## config.mk

```make
export PLATFORM = sky130hd
export DESIGN_NAME = axis_test_sink_flat
export DESIGN_NICKNAME = d
export VERILOG_FILES = /design/src/rtl/axis_test_pkg.sv /design/src/rtl/axis_test_sink_if.sv /design/src/rtl/axis_lfsr16.sv /design/src/rtl/axis_test_sink.sv /design/src/flat_wrapper.sv
export SDC_FILE = /design/constraint.sdc
export NUM_CORES = 1
export LEC_CHECK = 0
export CORE_UTILIZATION = 49
export CTS_CLUSTER_DIAMETER = 50
export DETAILED_ROUTE_END_ITERATION = 7
export HOLD_SLACK_MARGIN = 0.06
export PLACE_DENSITY_LB_ADDON = 0.15
export SETUP_SLACK_MARGIN = 0.4
export SLEW_MARGIN = 20
export SYNTH_ARGS = -nofsm -noshare
export SYNTH_HDL_FRONTEND = slang
export SYNTH_SLANG_ARGS = --single-unit
export TNS_END_PERCENT = 5
```

## constraint.sdc

```tcl
create_clock -name clk -period 3.85 [get_ports clk]
set_input_delay 0.5775 -clock clk [delete_from_list [all_inputs] [get_ports clk]]
set_output_delay 0.5775 -clock clk [all_outputs]
set_load 0.005 [all_outputs]
```

## src/rtl/axis_test_pkg.sv

```systemverilog
// Shared definitions for the Stage-1 AXI-Stream loopback: test pattern defaults,
// checker FSM encodings, LFSR constants and a debug view of the checker.
package axis_test_pkg;

  localparam logic [31:0] DEFAULT_BASE    = 32'h1111_0000;
  localparam int          DEFAULT_N_WORDS = 32;

  // Fibonacci taps 16,14,13,11 expressed as a mask over state[15:0]
  localparam logic [15:0] LFSR_SEED = 16'hACE1;
  localparam logic [15:0] LFSR_TAPS = 16'hB400;

  typedef enum logic [0:0] {
    ST_RUN  = 1'b0,
    ST_DROP = 1'b1
  } state_t;

  typedef struct packed {
    state_t      state;
    logic [15:0] idx;
    logic [15:0] lfsr;
  } sink_dbg_t;

  function automatic int CLOG2(input int value);
    int r;
    r = 0;
    for (int i = 0; i < 31; i++) begin
      if ((1 << i) < value) r = i + 1;
    end
    return r;
  endfunction

endpackage

```

## src/rtl/axis_test_sink_if.sv

```systemverilog
// AXI-Stream bundle between the loopback path and the test sink.
interface axis_test_sink_if #(
  parameter int W = 32
) ();
  logic [W-1:0] tdata;
  logic         tvalid;
  logic         tready;
  logic         tlast;

  // A beat transfers on a rising clk edge where tvalid & tready are both high;
  // a master holds tdata/tlast stable while tvalid is high and tready is low, and
  // tready never depends combinationally on tvalid.
  modport master (output tdata, output tvalid, output tlast, input tready);
  modport slave  (input tdata, input tvalid, input tlast, output tready);
endinterface

```

## src/rtl/axis_lfsr16.sv

```systemverilog
// 16-bit Fibonacci LFSR, shifts toward the MSB with feedback into bit 0.
module axis_lfsr16
  import axis_test_pkg::*;
(
  input  logic        clk,
  input  logic        aresetn,
  input  logic        en,
  output logic [15:0] state
);

  always_ff @(posedge clk) begin
    if (!aresetn) begin
      state <= LFSR_SEED;
    end else if (en) begin
      state <= {state[14:0], ^(state & LFSR_TAPS)};
    end
  end

endmodule

```

## src/rtl/axis_test_sink.sv

```systemverilog
// Receive-side checker: verifies BASE+index payloads and frame length, keeps
// saturating frame/error counters and captures the first error seen.
module axis_test_sink
  import axis_test_pkg::*;
#(
  parameter int             W          = 32,
  parameter int             N_WORDS    = DEFAULT_N_WORDS,
  parameter logic [W-1:0]   BASE       = W'(DEFAULT_BASE),
  parameter int             READY_MODE = 0,
  parameter int             CNT_W      = 32
) (
  input  logic              clk,
  input  logic              aresetn,
  axis_test_sink_if.slave   s_axis,
  input  logic              clear,
  output logic [CNT_W-1:0]  frame_cnt,
  output logic [CNT_W-1:0]  data_err_cnt,
  output logic [CNT_W-1:0]  len_err_cnt,
  output logic              err_sticky,
  output logic [15:0]       first_err_idx,
  output logic [W-1:0]      first_err_data,
  output logic              frame_done,
  output logic              frame_ok,
  output sink_dbg_t         dbg
);

  localparam int IDX_W = (CLOG2(N_WORDS) < 1) ? 1 : CLOG2(N_WORDS);
  localparam logic [IDX_W-1:0] LAST_IDX = IDX_W'(N_WORDS - 1);

  state_t            state, state_nx;
  logic [IDX_W-1:0]  idx, idx_nx;
  logic [15:0]       lfsr;
  logic              tready_q;
  logic              frame_err;
  logic              accept, data_err, len_err, close, close_ok, any_err;

  function automatic logic [CNT_W-1:0] sat_inc(input logic [CNT_W-1:0] v);
    return (&v) ? v : v + 1'b1;
  endfunction

  axis_lfsr16 u_lfsr (
    .clk     (clk),
    .aresetn (aresetn),
    .en      (1'b1),
    .state   (lfsr)
  );

  assign s_axis.tready = tready_q;
  assign accept        = s_axis.tvalid & tready_q;
  assign any_err       = data_err | len_err;
  assign dbg           = '{state: state, idx: 16'(idx), lfsr: lfsr};

  always_ff @(posedge clk) begin
    if (!aresetn) begin
      state <= ST_RUN;
      idx   <= '0;
    end else begin
      state <= state_nx;
      idx   <= idx_nx;
    end
  end

  always_comb begin
    state_nx = state;
    idx_nx   = idx;
    data_err = 1'b0;
    len_err  = 1'b0;
    close    = 1'b0;
    close_ok = 1'b0;
    if (accept) begin
      case (state)
        ST_RUN: begin
          data_err = (s_axis.tdata != (BASE + W'(idx)));
          if (s_axis.tlast) begin
            close   = 1'b1;
            len_err = (idx != LAST_IDX);
            idx_nx  = '0;
          end else if (idx == LAST_IDX) begin
            len_err  = 1'b1;
            state_nx = ST_DROP;
          end else begin
            idx_nx = idx + 1'b1;
          end
          // A coincident clear discards this frame's error history
          close_ok = clear | ~(frame_err | data_err | len_err);
        end
        ST_DROP: begin
          if (s_axis.tlast) begin
            close    = 1'b1;
            idx_nx   = '0;
            state_nx = ST_RUN;
          end
        end
        default: state_nx = ST_RUN;
      endcase
    end
  end

  always_ff @(posedge clk) begin
    if (!aresetn) begin
      tready_q       <= 1'b0;
      frame_cnt      <= '0;
      data_err_cnt   <= '0;
      len_err_cnt    <= '0;
      err_sticky     <= 1'b0;
      first_err_idx  <= '0;
      first_err_data <= '0;
      frame_done     <= 1'b0;
      frame_ok       <= 1'b0;
      frame_err      <= 1'b0;
    end else begin
      tready_q   <= (READY_MODE == 1) ? lfsr[0] : 1'b1;
      frame_done <= close;
      frame_ok   <= close & close_ok;
      if (clear) begin
        frame_cnt      <= '0;
        data_err_cnt   <= '0;
        len_err_cnt    <= '0;
        err_sticky     <= 1'b0;
        first_err_idx  <= '0;
        first_err_data <= '0;
        frame_err      <= 1'b0;
      end else begin
        if (close)    frame_cnt    <= sat_inc(frame_cnt);
        if (data_err) data_err_cnt <= sat_inc(data_err_cnt);
        if (len_err)  len_err_cnt  <= sat_inc(len_err_cnt);
        if (any_err && !err_sticky) begin
          err_sticky     <= 1'b1;
          first_err_idx  <= 16'(idx);
          first_err_data <= s_axis.tdata;
        end
        if (close)        frame_err <= 1'b0;
        else if (any_err) frame_err <= 1'b1;
      end
    end
  end

endmodule
```

## src/flat_wrapper.sv

```systemverilog
// flat-port wrapper written by rule: the top's interface ports become plain ports
module axis_test_sink_flat import axis_test_pkg::*;
#(
  parameter int             W          = 32,
  parameter int             N_WORDS    = DEFAULT_N_WORDS,
  parameter logic [W-1:0]   BASE       = W'(DEFAULT_BASE),
  parameter int             READY_MODE = 0,
  parameter int             CNT_W      = 32
)
  (clk, aresetn, clear, frame_cnt, data_err_cnt, len_err_cnt, err_sticky, first_err_idx, first_err_data, frame_done, frame_ok, dbg, s_axis_tdata, s_axis_tvalid, s_axis_tlast, s_axis_tready);
  axis_test_sink_if #(.W(W)) s_axis_i ();
  input  logic clk;
  input  logic aresetn;
  input  logic clear;
  output logic [CNT_W-1:0] frame_cnt;
  output logic [CNT_W-1:0] data_err_cnt;
  output logic [CNT_W-1:0] len_err_cnt;
  output logic err_sticky;
  output logic [15:0] first_err_idx;
  output logic [W-1:0] first_err_data;
  output logic frame_done;
  output logic frame_ok;
  output sink_dbg_t dbg;
  input wire logic [$bits(s_axis_i.tdata)-1:0] s_axis_tdata;
  input wire logic [$bits(s_axis_i.tvalid)-1:0] s_axis_tvalid;
  input wire logic [$bits(s_axis_i.tlast)-1:0] s_axis_tlast;
  output wire logic [$bits(s_axis_i.tready)-1:0] s_axis_tready;
  assign s_axis_i.tdata = s_axis_tdata;
  assign s_axis_i.tvalid = s_axis_tvalid;
  assign s_axis_i.tlast = s_axis_tlast;
  assign s_axis_tready = s_axis_i.tready;
  axis_test_sink #(.W(W), .N_WORDS(N_WORDS), .BASE(BASE), .READY_MODE(READY_MODE), .CNT_W(CNT_W)) u_core (.clk(clk), .aresetn(aresetn), .s_axis(s_axis_i), .clear(clear), .frame_cnt(frame_cnt), .data_err_cnt(data_err_cnt), .len_err_cnt(len_err_cnt), .err_sticky(err_sticky), .first_err_idx(first_err_idx), .first_err_data(first_err_data), .frame_done(frame_done), .frame_ok(frame_ok), .dbg(dbg));
endmodule
```

**Word level (Yosys, flattened, before mapping)**

Cells that the tools add are included.

- Flip-flop bits (word level): 160
- Bits in latches: 0
- Memory bits (writable): 0
- ROM bits: 0
- Input port bits: 37
- Output and inout bits: 181
- Word-level logic and storage cells: 67
- Memories kept: 0

- Add/sub/neg operators: 5
- $mul: 0
- Div/mod/pow operators: 0
- Magnitude comparators: 0
- Equality and inequality tests: 5
- Shift operators: 0
- Muxes and demuxes: 20
- Bitwise gates (word level): 12
- Reduce and logical (&&, ||, !) cells: 12

Operators with widths:

| cell | count |
|---|---|
| 32-bit by 1-bit adder with 32-bit output (second input constant) | 3 |
| 32-bit AND reduction | 3 |
| 32-bit inequality test | 1 |
| 29-bit by 5-bit adder with 30-bit output (first input constant) | 1 |
| 16-bit parity | 1 |
| 1-bit two-way mux | 15 |
| 5-bit two-way mux | 3 |
| 5-bit case mux with 2 select lines | 1 |
| 1-bit NOT | 6 |
| 2-bit AND reduction | 3 |
| 5-bit by 1-bit adder with 5-bit output (second input constant) | 1 |
| 5-bit == test (second input constant) | 1 |
| 5-bit inequality test (second input constant) | 1 |
| 1-bit bitwise OR | 4 |
| 3-bit inequality test (second input constant) | 1 |
| 3-bit AND reduction | 1 |
| 3-bit OR reduction | 1 |
| 1-bit AND | 2 |
| 2-bit inequality test (second input constant) | 1 |
| 1-bit case mux with 2 select lines | 1 |
| 2-bit OR reduction | 1 |
| 1-bit logical AND | 1 |
| 1-bit logical NOT | 1 |

**Depth between registers and ports, before layout**

Gate-level depths: netlist of the first run.

- Depth in word-level cells: 11
- Depth in mapped cells: 10
- Gate-level depth less buffers: 9

**Hierarchy**

A second synthesis of the first run with hierarchy kept.

- Cell total of the unflattened synthesis: 904
- Area, all modules: 7881.3 um^2

By module, submodules not included:

| module | times used | cells an instance | area an instance (um^2) | sequential area each (um^2) |
|---|---|---|---|---|
| axis_test_sink | 1 | 850 | 7250.7 | 2882.8 |
| axis_lfsr16 | 1 | 54 | 630.6 | 320.3 |

**Least setup slack after synthesis of the first run**

Ideal clock, no wire load.

- Path type: flip-flop to flip-flop
- Start point: register u_core.idx[0]
- End point: register u_core.len_err_cnt[27]
- Library setup time: 0.070 ns
- Arrival: 2.646 ns
- Data required time: 3.780 ns
- Path slack: 1.133 ns
- Cell stages (with the launch flop): 10
- Path buffers: 0
- Period minus slack after synthesis: 2.717 ns
- Cells stage by stage: dfxtp_1 > ha_1 > and3_1 > ha_1 > ha_1 > nand4bb_1 > nor3_4 > o211ai_4 > or4_1 > a21oi_1

- Cells in the longest elaborated chain, start to end: 8
- Elaborated cells between the ends (all ways): 9
- Classes of those cells: eq/ne: 2; mux: 6; reduce/logical: 1

Ends and longest elaborated chain:

| what | RTL line | text |
|---|---|---|
| start, declared | axis_test_sink.sv:31 | `logic [IDX_W-1:0] idx, idx_nx;` |
| start signal, assigned | axis_test_sink.sv:59 | `idx <= idx_nx;` |
| 5-bit == test | axis_test_sink.sv:78 | `end else if (idx == LAST_IDX) begin` |
| 1-bit two-way mux | axis_test_sink.sv:78 |  |
| 1-bit two-way mux * | axis_test_sink.sv:74 | `if (s_axis.tlast) begin` |
| 1-bit two-way mux * | axis_test_sink.sv:71 | `case (state)` |
| 1-bit two-way mux * | axis_test_sink.sv:70 | `if (accept) begin` |
| 1-bit two-way mux * | axis_test_sink.sv:71 |  |
| 1-bit two-way mux * | axis_test_sink.sv:70 |  |
| 2-bit AND reduction (no line) * | n/a |  |
| end signal, assigned | axis_test_sink.sv:126 | `if (len_err) len_err_cnt <= sat_inc(len_err_cnt);` |
| end, declared | axis_test_sink.sv:18 | `output logic [CNT_W-1:0] len_err_cnt,` |

Every way passes the cells marked *; elsewhere a longest branch is shown, timed or not. The select of a mux whose other input is x is not followed.
A chain may end at the register's enable or synchronous reset.

**Worst setup path in the final report of the first run**

Same ends and word-level chain as after synthesis.

==> results of run 1 <==
==> worst max-delay path: stages, from the launching register on <==
cell       delay (ns)
dfxtp_1          0.39
ha_1             0.25
and3_1           0.19
ha_1             0.21
ha_1             0.32
nand4bb_1        0.37
nor3_4           0.43
o211ai_4         0.18
or4_1            0.49
a21oi_1          0.14
==> logic make-up (layout without fill, tap and decap cells) <==
family	after synthesis	after routing	share of synthesized area [%]
multiplexers	57	57	7.27
AO/OA/AOI/OAI	143	143	12.3
adder cells (fa/ha/maj)	6	6	0.956
flip-flops	160	160	40.8
other	1	22	0.0478
AND/OR/NAND/NOR	410	410	29.3
buffers and inverters	83	250	5.99
XOR/XNOR	30	30	3.35
==> final cells by class <==
cell class | count | area share (%)
clock buffer | 17 | 4.10
clock inverter | 15 | 1.36
inverter | 14 | 0.506
multi-input combinational | 668 | 41.2
sequential | 160 | 30.8
tap | 211 | 2.54
timing repair buffer | 204 | 19.4
==> routing by layer <==
| metal | up-vias | part of all wire [%] | track usage (%) |
|---|---|---|---|
| met1 | 3288 | 46 | 30.6 |
| met2 | 201 | 45 | 36.9 |
| li1 | 3548 | - | - |
| met4 | 0 | 1.3 | 7.20 |
| met3 | 20 | 7.7 | 8.11 |
| met5 | - | 0 | 0 |
==> power by group <==
group / switching (mW) / internal (mW) / total (mW) / leakage [nW]
sequential: 0.0150 / 1.68 / 1.69 / 1.30
combinational: 0.110 / 0.112 / 0.222 / 1.89
clock: 0.764 / 0.859 / 1.62 / 0.275
total: 0.889 / 2.65 / 3.54 / 3.46
==> Yosys cell counts, drive strengths merged (4+ instances only) <==
master   count  share of area (%)
xor2         5               0.56
nand3       35                2.3
nand2      134                6.4
o211ai       9                1.0
and3        13                1.0
inv         14               0.67
nor2        36                1.7
clkbuf      29                1.4
mux2i       57                7.3
o31ai       16                1.9
dfxtp      160                 41
xnor2       25                2.8
buf         40                3.9
nor3        19                1.9
or3         26                2.1
a21boi       4               0.38
and2        13                1.0
nor4        19                1.7
nand4       34                3.3
o21ai       31                2.0
or4         21                2.2
o2111ai      4               0.45
nor4b        4               0.45
nor3b        4               0.38
nand2b      26                2.1
a211oi       8               0.76
o21a         5               0.48
and4        11                1.2
a21oi       47                3.0
ha           6               0.96
or2          4               0.32
==> flip-flops by register name, summed over array words and instances, names as in the netlist <==
name and cells:
u_core.first_err_data 32, u_core.state 1, u_core.s_axis.tready 1, u_core.frame_ok 1, u_core.len_err_cnt 32, u_core.frame_err 1
u_core.u_lfsr.state 16, u_core.idx 5, u_core.first_err_idx 5, u_core.err_sticky 1, u_core.data_err_cnt 32, u_core.frame_done 1
u_core.frame_cnt 32
==> worst max path at each step <==
| stage | start | end | slack, ns | cells past startpoint |
|---|---|---|---|---|
| after global routing | u_core.idx[1] | u_core.len_err_cnt[27] | 0.58 | 9 |
| after detailed placement | s_axis_tlast | u_core.len_err_cnt[27] | 0.62 | 8 |
| after floorplan | u_core.idx[0] | u_core.len_err_cnt[27] | 1.13 | 9 |
| after global placement | s_axis_tlast | u_core.len_err_cnt[27] | 0.72 | 8 |
| final | u_core.idx[0] | u_core.len_err_cnt[27] | 0.79 | 9 |
| after CTS | u_core.idx[0] | u_core.len_err_cnt[27] | 0.77 | 9 |
==> cell usage in the layout, fill, tap and decap left out, drive strengths merged, types with 19 or more instances in the layout <==
master and n:
nand2b 26, nand3 35, clkdlybuf4s50 195, o21ai 31, mux2i 57, conb 22, inv 24, or4 21
nand4 34, a21oi 47, nand2 134, dfxtp 160, xnor2 25, nor4 19, or3 26, nor2 36
nor3 19
==> through the flow <==
step	total power, mW	instance area [um^2]	instances	hold slack, ns	utilization (%)
2_1_floorplan	1.86	7930	911	0.436	-
3_3_place_gp	1.95	9810	1257	0.415	63.6
3_5_place_dp	1.95	9810	1257	0.420	63.6
4_1_cts	3.58	10400	1289	0.441	67.3
5_1_grt	3.68	10400	1289	0.456	67.3
6_report	3.54	10400	1289	0.437	67.3
==> impl_metrics.ini, run 1 <==
[run_status]
status = complete, no violations

[min_path]
whs_path_depth = 1
hp-start = u_core.u_lfsr.state[6]
hold-path-endpoint = u_core.u_lfsr.state[7]
hold_class = register to register

[logic_synthesis]
async_flop_share_pct = 0
syn_inst = 890
synth.distinct_cells = 60
ys_ff_latch = 160
ys_seq_area_share_pct = 40.8
yosys_most_used_dff = dfxtp_1
synth_area_um2 = 7850
yosys_warnings = 0
syn_avg_cell_area_um2 = 8.82
synth-edff-count = 0

[cts]
clk_latency_ns = 0.43
numCtsBuffers = 17
clkTransAtPathRegs_ns = 0.07
cts_hold_buf = 0
cts_setup_buffers = 0
cts_max_level = 4
clock_sink_count = 160
clockBufferDepth = 2
cts_resized = 0
clockRootBuffer = clkbuf_16
cts_tree = built

[timing]
finalHoldViolCount = 0
tightestPinTransition_ns = 0.909
slew-limit-headroom_pct = 39.2
setup_viol = 0
rsz0062_at_grt = false
finalCritPeriodShare_pct = 79.4
clock_skew_ns = 0.00722
min_period_ns = 3.06
setup_ws_ns = 0.794
slew_violations = 0
timing.fmax_ghz = 0.327
tns_ns = 0

[place]
io_buffers = 195
dp_slack_ns = 0.617
gp_congestion = 0.780
hpwl_um = 13400

[setup_path]
path_max_fanout = 10
r2r-start = u_core.idx[0]
arrival_ns = 3.41
worst-r2r-setup-slack_ns = 0.79
path_class = register to register
worstSetupStartpointType = register
crit-reg2reg-capture = u_core.len_err_cnt[27]
required_ns = 4.21
reg2reg_depth = 9
end_kind = register

[final_layout]
regArea_um2 = 3200
n_antenna_cell = 0
multi_input_area_um2 = 4280
num-fill-cells = 1331
syn2layout_area_growth_pct = 32.3
drive_gt1_share_pct = 6.68
fin_nets = 1108

[drt]
first_iter_violations = 390
avgViaCountPerCell = 5.47
vias = 7057
wl_per_cell_um = 14.8
antenna_left = 0
wl_um = 19100
firstDrtPassIters = 5
drc_errors = 0

[floorplan]
initial_core_util_pct = 50.9
num_io_pins = 218
die_h_um = 129
die_x_um = 129
die_area_um2 = 16500
row_count = 45
core_um2 = 15400

[global_routing]
grt_max_degree = 77
grt-ovfl-total = 0
antenna_found_initial = 0
grt_first_pass_wirelength_um = 31000
grtUsageTotal_pct = 23.6
grt_pass1_vias = 6232

[power]
p_leak_nw = 3.46
ir_drop_v = 0.000316
p_per_area_nw_per_um2 = 341

[flow_run]
drv_cap = 0
Note: power is estimated with default switching activity, not from simulation.
==> run 2: changes to the inputs <==
--- a/config.mk
+++ b/config.mk
@@ -5,7 +5,7 @@
 export SDC_FILE = /design/constraint.sdc
 export NUM_CORES = 1
 export LEC_CHECK = 0
-export CORE_UTILIZATION = 49
+export CORE_UTILIZATION = 44
 export CTS_CLUSTER_DIAMETER = 50
 export DETAILED_ROUTE_END_ITERATION = 7
 export HOLD_SLACK_MARGIN = 0.06
==> constraint.sdc (replaced) <==
create_clock -name clk -period 2.61 [get_ports clk]
set_input_delay 0.3915 -clock clk [delete_from_list [all_inputs] [get_ports clk]]
set_output_delay 0.3915 -clock clk [all_outputs]
set_load 0.005 [all_outputs]
==> impl_metrics.ini, run 2 (synthesis gave the netlist of run 1 again) <==
[min_path]
whs_path_depth = 1
hold_class = register to register

[timing]
slew_violations = 0
timing.fmax_ghz = 0.405
tightestPinTransition_ns = 0.631
holdWs_ns = 0.440
slew-limit-headroom_pct = 57.8
clock_skew_ns = 0.0125
finalHoldViolCount = 0
min_period_ns = 2.47
tns_ns = 0
setup_ws_ns = 0.139
finalCritPeriodShare_pct = 94.7
setup_viol = 0
rsz0062_at_grt = true

[global_routing]
top_usage_layer = met2
globalRouteMet1Util_pct = 28.6
antenna_found_initial = 0
grt_first_pass_wirelength_um = 32600
grt_use_met2_pct = 34.4
grt-ovfl-total = 0
use_met3_pct = 7.00
grt_pass1_vias = 6495
grt_max_degree = 103
grtUsageTotal_pct = 22.2

[cts]
clkTransAtPathRegs_ns = 0.07
clockRootBuffer = clkbuf_16
cts_max_level = 4
numCtsBuffers = 17
cts_tree = built
clk_latency_ns = 0.42
clockBufferDepth = 2
clock_sink_count = 160
cts_hold_buf = 0

[final_layout]
drive_gt1_share_pct = 11.3
num-fill-cells = 1533
fin_nets = 1146
n_antenna_cell = 0
layout_commonest_cell = clkdlybuf4s50_1
post-route-util_pct = 62.9
mostFrequentLayoutCells = clkdlybuf4s50_1, dfxtp_1, nand2_1
syn2layout_area_growth_pct = 39.1

[floorplan]
initial_core_util_pct = 45.2
core_um2 = 17400
die_h_um = 136
die_area_um2 = 18400
die_x_um = 136
num_io_pins = 218
row_count = 48

[setup_path]
path_class = register to register
reg2reg_depth = 11
required_ns = 2.96
end_kind = register
path_max_fanout = 5
arrival_ns = 2.82
worstSetupStartpointType = register

[place]
gp_congestion = 0.808
hpwl_um = 14200
dp_slack_ns = 0.0120
io_buffers = 195

[flow_run]
drv_cap = 0

[power]
p_per_area_nw_per_um2 = 487
p_leak_nw = 3.70
ir_drop_v = 0.000430

[drt]
vias = 7301
firstDrtPassIters = 5
avgViaCountPerCell = 5.44
first_iter_violations = 349
antenna_left = 0
wl_um = 20500
drc_errors = 0
wl_per_cell_um = 15.3

[run_status]
status = complete, no violations
[run 2: per-stage QoR]
stage          std cells  area, um^2  power, mW
2_1_floorplan        911        8010       2.74
3_3_place_gp        1295       10100       2.90
3_5_place_dp        1295       10100       2.91
4_1_cts             1339       10900       5.37
5_1_grt             1341       10900       5.52
6_report            1341       10900       5.32
[run 2: area by class of cell]
class	instances	area, um^2	share of cell area (%)
Clock buffer	18	439	4.02
Clock inverter	14	143	1.31
Inverter	14	52.6	0.481
Multi-Input combinational cell	669	4410	40.4
Sequential cell	160	3210	29.4
Tap cell	225	282	2.58
Timing Repair Buffer	241	2390	21.9
[run 2: path summary, 6_finish.rpt]
check	startpoint	to	slack (ns)
worst max-delay path	u_core.idx[0]	u_core.len_err_cnt[27]	0.14
worst min-delay path	u_core.u_lfsr.state[6]	u_core.u_lfsr.state[7]	0.44
worst max register to register	u_core.idx[0]	u_core.len_err_cnt[27]	0.14
worst min register to register	u_core.u_lfsr.state[6]	u_core.u_lfsr.state[7]	0.44
[run 2: layer usage]
layer | up-vias | share of wire (%)
li1 | 3610 | -
met1 | 3405 | 46
met2 | 259 | 45
met3 | 27 | 7.6
met4 | 0 | 1.9
met5 | - | 0
[run 2: what timing repair did]
action / CTS / global route
hold endpoints to repair: 0 / 0
pin swaps: 9 / 9
gates cloned: 1 / 0
endpoints found under the setup margin: 62 / 107
resized for setup: 2 / 8
setup buffers: 11 / 2
[run 2: worst max-delay path: stages, from the launching register on]
cell and delay (ns):
dfxtp_4 0.35, ha_4 0.15, and3_4 0.15, ha_4 0.16, ha_4 0.21, nand4bb_4 0.24
nor3_4 0.18, buf_12 0.13, buf_12 0.10, o211ai_4 0.10, or4_4 0.47, a21oi_2 0.15
[run 2: where the power goes]
part,switching [mW],internal [mW]
registers,0.0213,2.47
clock network,1.09,1.37
logic,0.173,0.184
